==> config.mk <==
export PLATFORM = sky130hd
export DESIGN_NAME = scan_reg_bank
export DESIGN_NICKNAME = d
export VERILOG_FILES = /design/src/rtl/scan_reg_bank.sv
export SDC_FILE = /design/constraint.sdc
export NUM_CORES = 1
export LEC_CHECK = 0
export ABC_AREA = 1
export CAP_MARGIN = 20
export CORE_UTILIZATION = 42
export CTS_CLUSTER_DIAMETER = 120
export DETAILED_ROUTE_END_ITERATION = 8
export GPL_ROUTABILITY_DRIVEN = 0
export PLACE_DENSITY = 0.76
export SYNTH_ARGS = -nofsm -noshare
export SYNTH_HDL_FRONTEND = slang
export SYNTH_SLANG_ARGS = --single-unit
==> constraint.sdc <==
create_clock -name CK -period 1.4 [get_ports CK]
set_clock_uncertainty 0.1 [all_clocks]
set_input_delay 0.28 -clock CK [delete_from_list [all_inputs] [get_ports CK]]
set_output_delay 0.28 -clock CK [all_outputs]
set_load 0.05 [all_outputs]
==> src/rtl/scan_reg_bank.sv <==
// Purpose : WIDTH-bit state register bank with hold, capture, scan shift, MISR and auto-unload.
// Latency : every mode takes effect at the first rising CK edge; SO is combinational from Q.
// Backpr. : none; START and MODE are ignored while BUSY, and no unload request is queued.
//
// Ports:
//   CK, RST      clock; asynchronous active-high reset
//   MODE[1:0]    00 hold, 01 capture D, 10 shift SI in, 11 MISR compaction of D
//   D[WIDTH]     parallel / response data from the combinational core
//   SI           scan serial input
//   START        request a WIDTH-cycle unload through SO (takes priority over MODE)
//   Q[WIDTH]     register contents
//   SO           scan serial output, always Q[WIDTH-1]
//   BUSY         unload in progress
//   DONE         one-cycle pulse on the edge that completes an unload
module scan_reg_bank #(
    parameter int                 WIDTH     = 19,
    parameter logic [WIDTH-1:0]   RESET_VAL = {WIDTH{1'b0}},
    parameter logic [WIDTH-1:0]   MISR_POLY = {{(WIDTH-2){1'b0}}, 2'b11}
) (
    input  logic             CK,
    input  logic             RST,
    input  logic [1:0]       MODE,
    input  logic [WIDTH-1:0] D,
    input  logic             SI,
    input  logic             START,
    output logic [WIDTH-1:0] Q,
    output logic             SO,
    output logic             BUSY,
    output logic             DONE
);

    localparam int             CW       = $clog2(WIDTH + 1);
    localparam logic [CW-1:0]  CNT_LOAD = CW'(WIDTH);
    localparam logic [CW-1:0]  CNT_ONE  = CW'(1);

    typedef enum logic {
        IDLE  = 1'b0,
        SHIFT = 1'b1
    } state_t;

    state_t          state;
    logic [CW-1:0]   cnt;
    logic [WIDTH-1:0] shift_val;
    logic [WIDTH-1:0] misr_val;

    // Shift and MISR next values are shared between the IDLE modes and the unload.
    assign shift_val = {Q[WIDTH-2:0], SI};
    assign misr_val  = {Q[WIDTH-2:0], 1'b0} ^ (Q[WIDTH-1] ? MISR_POLY : {WIDTH{1'b0}}) ^ D;

    assign SO = Q[WIDTH-1];

    always_ff @(posedge CK or posedge RST) begin
        if (RST) begin
            Q     <= RESET_VAL;
            state <= IDLE;
            cnt   <= '0;
            BUSY  <= 1'b0;
            DONE  <= 1'b0;
        end else begin
            DONE <= 1'b0;
            case (state)
                IDLE: begin
                    if (START) begin
                        // Q holds on the start edge; shifting begins on the next edge.
                        state <= SHIFT;
                        cnt   <= CNT_LOAD;
                        BUSY  <= 1'b1;
                    end else begin
                        case (MODE)
                            2'b01:   Q <= D;
                            2'b10:   Q <= shift_val;
                            2'b11:   Q <= misr_val;
                            default: Q <= Q;
                        endcase
                    end
                end
                SHIFT: begin
                    Q   <= shift_val;
                    cnt <= cnt - CNT_ONE;
                    if (cnt == CNT_ONE) begin
                        state <= IDLE;
                        BUSY  <= 1'b0;
                        DONE  <= 1'b1;
                    end
                end
                default: begin
                    state <= IDLE;
                    BUSY  <= 1'b0;
                end
            endcase
        end
    end

endmodule

### Yosys cells after proc, flatten, opt, wreduce, memory -nomap -nowiden

Index checks and enable logic that the tools add are counted.

| cells by class | value |
|---|---|
| add/subtract/negate cells | 1 |
| equality and inequality tests | 8 |
| muxes and demuxes | 14 |
| bitwise operators | 3 |
| reduce and logical (&&, ||, !) cells | 2 |

Operator list:

| cell | count |
|---|---|
| $pmux 19 s3 | 1 |
| $pmux 19 s2 | 1 |
| $mux 19 | 1 |
| $xor 19x19->19 | 1 |
| $xor 19x2->19 | 1 |
| $pmux 5 s2 | 1 |
| $mux 1 | 6 |
| $eq 5x1->1 const B | 1 |
| $mux 5 | 1 |
| $sub 5x1->5 const B | 1 |
| $eq 2x2->1 const B | 2 |
| $ne 2x2->1 const B | 2 |
| $ne 4x1->1 const B | 1 |
| $pmux 1 s2 | 2 |
| $reduce_and 2->1 | 2 |
| $eq 2x1->1 const B | 1 |
| $mux 2 | 1 |
| $ne 2x1->1 const B | 1 |
| $not 1->1 | 1 |

| storage, ports and cells | value |
|---|---|
| flip-flop bits (word level) | 27 |
| input port bits | 25 |
| output and inout bits | 22 |
| word-level logic and storage cells | 33 |

### Logic depth before layout (Yosys ltp)

| depth | value |
|---|---|
| word-level depth | 6 |
| mapped depth | 9 |
| gate-level depth less buffers | 8 |

### Least setup slack after synthesis

No wires, ideal clock.

| timing | value |
|---|---|
| path type | in2reg |
| start | input port MODE[0] |
| end | register Q[10] |
| setup time | 125 ps |
| arrival | 1181 ps |
| required time | 1175 ps |
| setup slack | -6 ps |
| stages on the path | 7 |
| path buffers | 1 |
| cell sequence | inv_1 ha_1 nor2_4 buf_2 o21ai_0 a21oi_1 a21oi_1 |

| between the ends | value |
|---|---|
| word-level cells in the longest chain between the ends | 4 |
| elaborated cells between the ends (all ways) | 8 |
| those cells by class | eq/ne: 4; mux: 3; reduce/logical: 1 |

RTL lines:

| what | RTL line | RTL |
|---|---|---|
| start, declared | 22 | `input logic [1:0] MODE,` |
| $eq 2x2->1 or $eq 2x1->1 (tied branches) | 69 | `case (MODE)` |
| $pmux 19 s3 | 69 |  |
| $mux 19 | 63 | `if (START) begin` |
| $pmux 19 s2 | 61 | `case (state)` |
| end signal, assigned | 71 | `2'b10: Q <= shift_val;` |
| end signal, assigned | 72 | `2'b11: Q <= misr_val;` |
| end signal, assigned | 78 | `Q <= shift_val;` |
| end, declared | 26 | `output logic [WIDTH-1:0] Q,` |

Parallel ways exist; a longest one is shown, timed or not. The select of a mux whose other input is x is not followed.
A chain may end at the register's enable or synchronous reset.

### Final worst setup path

| timing | value |
|---|---|
| start | input port MODE[1] |
| end | register Q[0] |

The elaborated chain is that of the path after synthesis.

==> results.toml <==
[cts]
clk_latency_worst_skew_pair_ns = 0.27
ctsLongestPathBuffers = 2
ctsHtreeMaxLevel = 1
ctsHoldBuffers = 0
path_clk_slew_ns = 0.09
cts-buffers-inserted = 3
clock_tree.root_cell = "clkbuf_8"
cts_tree = "built"
cts_num_sinks = 27

[sta]
worst_slew_margin_rel_pct = 83.9
setup_tns_ns = 0
rsz0062_at_grt = "true"
final_hold_viol_count = 0
finalSetupViolations = 0
fin_worst_hold_slack_ns = 0.226
finalCritPeriodShare_pct = 96.5
drv_slew = 0
post-route-min-period_ns = 1.35
fmax_mhz = 741
transition_time_at_the_pin_with_the_least_slew_margin_ns = 0.241

[layout]
insertedDiodeCount = 0
sequential_cell_area_um2 = 678
final.fill_count = 249
syn2layout_area_growth_pct = 62.7
finalCoreUtilization_pct = 73.6
post_route_cell_area_um2 = 2530
area_of_the_multi_input_gates_um2 = 810
finish.net_count = 295
drive_gt1_share_pct = 24.9

[setup_path]
worst_r2r_startpoint = "state"
timing.critical_path.to = "Q[0]"
cp-end-kind = "register"
setup.worst_path.class = "input port to register"
critical_path.reg2reg.endpoint = "Q[7]"
worstPathArrival_ns = 1.45
worst_reg2reg_path_depth = 5
reg2reg_slack_ns = 0.06
crit_path_start = "MODE[1]"
worst-endpoint-required_ns = 1.50
critPathLaunchType = "input port"
critical_path_peak_fanout = 5

[floorplanning]
coreArea_um2 = 3440
die_x_um = 62.9
top_level_ports = 47
fp-row-count = 21
chipHeight_um = 62.9
initial_core_util_pct = 45.3
floorplan.die_area_um2 = 3960

[detailed_routing]
num_vias = 1696
wl_per_cell_um = 14.1
antenna_left = 0
dr.pass1.iters = 4
drc_violation_count_after_routing = 0
first_iter_violations = 180
aggregate_routed_wire_length_um = 4400
via_per_instance_ratio = 5.45

[global_routing]
track_usage_pct = 22.6
first_pass_grt_wire_length_um = 7240
vias_in_the_first_global_route = 1618
grt_overflow_total = 0
grt_start_max_net_pins = 28
antenna_found_initial = 0

[yosys]
synth-seq-cells = 27
synth_warnings = 0
synthDistinctLibCells = 22
yosysTopAreaCell = "dfrtp_1"
post_synth_inst_count = 206
synth_ff_type = "dfrtp_1"
postSynthAreaPerCell_um2 = 7.56
synth_fp_nets = 235
syn-cell-area_um2 = 1560
synth-edff-count = 0
synth_async_sr_flop_share_pct = 100
synth.yosys.seq_area_share_pct = 43.4
yosys-top-cells-area = "dfrtp_1 43%, a21oi_1 13%, nand3_1 7.7%"
post-synth-top-area-fraction_pct = 43.4

[pwr]
power-per-cell-area_nw_per_um2 = 2350
clock_power_share_pct = 7.4
comb_power_share_pct = 63.0
net-switching-power_mw = 2.80
leakage_nw = 1.08
switching_part_of_the_total_power_pct = 46.8
pwr-share-seq_pct = 29.5
cell_internal_pwr_mw = 3.17
ir_worst_vdd_mv = 1.33

[place]
dp_hpwl_um = 3110
buffer_ports.inserted = 46
detailed_place.area_um2 = 2390

[hold_path]
hold_path_class = "input port to asynchronous set/reset pin"

[status]
run_status = "completed"

[run]
maxCapViolCount = 0
-- placed cells by master, fill, tap and decap left out, drive strengths merged --
master and count:
a21oi 40, a22oi 1, buf 42, clkbuf 3
clkdlybuf4s50 22, clkinv 1, dfrtp 27, dlygate4sd2 2
ha 4, inv 16, nand2 31, nand3 24
nand3b 1, nand4 1, nor2 25, nor3 2
o21ai 22, o21bai 1
-- synth_stat cells, types with 2 or more instances --
library cell  instances
dfrtp_1              27
a21oi_1              39
buf_4                 3
nand2_1              30
buf_6                 2
ha_1                  4
nor2_1               24
inv_1                13
nand3_1              24
o21ai_0              22
buf_2                 3
nor3_1                2
inv_2                 3
clkbuf_1              2
-- layout make-up --
type | instances | share of cell area (%)
sequential | 27 | 26.8
clock inverter | 1 | 0.197
multi-input combinational | 152 | 31.9
timing repair buffer | 66 | 34.6
inverter | 16 | 2.67
tap | 46 | 2.27
clock buffer | 3 | 1.63
-- per-stage QoR --
step | cells | setup slack, ns | total power [mW]
after global routing | 311 | -0.0131 | 6.28
final | 311 | 0.0497 | 5.97
after CTS | 311 | 0.0109 | 5.91
after floorplan | 206 | 0.0254 | 3.51
after detailed placement | 305 | -0.535 | 5.39
after global placement | 305 | -0.471 | 5.31
-- critical path: stages --
cell	delay, ns
dlygate4sd2_1	0.26
ha_2	0.24
inv_4	0.06
buf_4	0.13
buf_4	0.13
o21bai_1	0.14
nand3_1	0.09
a21oi_1	0.13
-- timing repair --
| action | 4_1_cts | 5_1_grt |
|---|---|---|
| cloned | 1 | 0 |
| pin swaps | 2 | 1 |
| setup buffers | 1 | 0 |
| gates resized for setup | 16 | 14 |
| endpoints found under the setup margin | 19 | 16 |
-- power by group through the flow --
stage          Combinational (mW)  Sequential, mW  Clock, mW
2_1_floorplan               0.989            2.52          0
5_1_grt                      3.97            1.82      0.485
4_1_cts                      3.71            1.75      0.457
3_3_place_gp                 3.57            1.74          0
6_report                     3.76            1.76      0.444
3_5_place_dp                 3.64            1.75          0
-- logic make-up (layout without fill, tap and decap cells) --
| group | Yosys count | after routing | synth area share (%) |
|---|---|---|---|
| flip-flops | 27 | 27 | 43.4 |
| buffers and inverters | 27 | 86 | 8.43 |
| adder cells (fa/ha/maj) | 4 | 4 | 3.21 |
| AND/OR/NAND/NOR | 84 | 84 | 23.4 |
| AO/OA/AOI/OAI | 64 | 64 | 21.6 |
-- registers in the layout (all words and copies together), names as in the netlist --
name	cells
BUSY	1
state	1
Q	19
cnt	5
DONE	1
-- layer usage --
metal	track usage [%]	share of wire (%)
met4	6.10	1.2
met2	38.0	51
met1	29.0	41
met3	4.93	6.1
met5	0	0
-- worst min path at each step --
stage / from / endpoint / slack (ns) / depth (start not counted)
3_5_place_dp: cnt[4] / cnt[4] / 0.38 / 1
3_3_place_gp: cnt[4] / cnt[4] / 0.37 / 1
6_report: RST / Q[14] / 0.23 / 3
5_1_grt: RST / Q[15] / 0.24 / 3
2_1_floorplan: RST / BUSY / 0.23 / 1
4_1_cts: RST / Q[15] / 0.23 / 3
(Power assumes the default switching activity.)
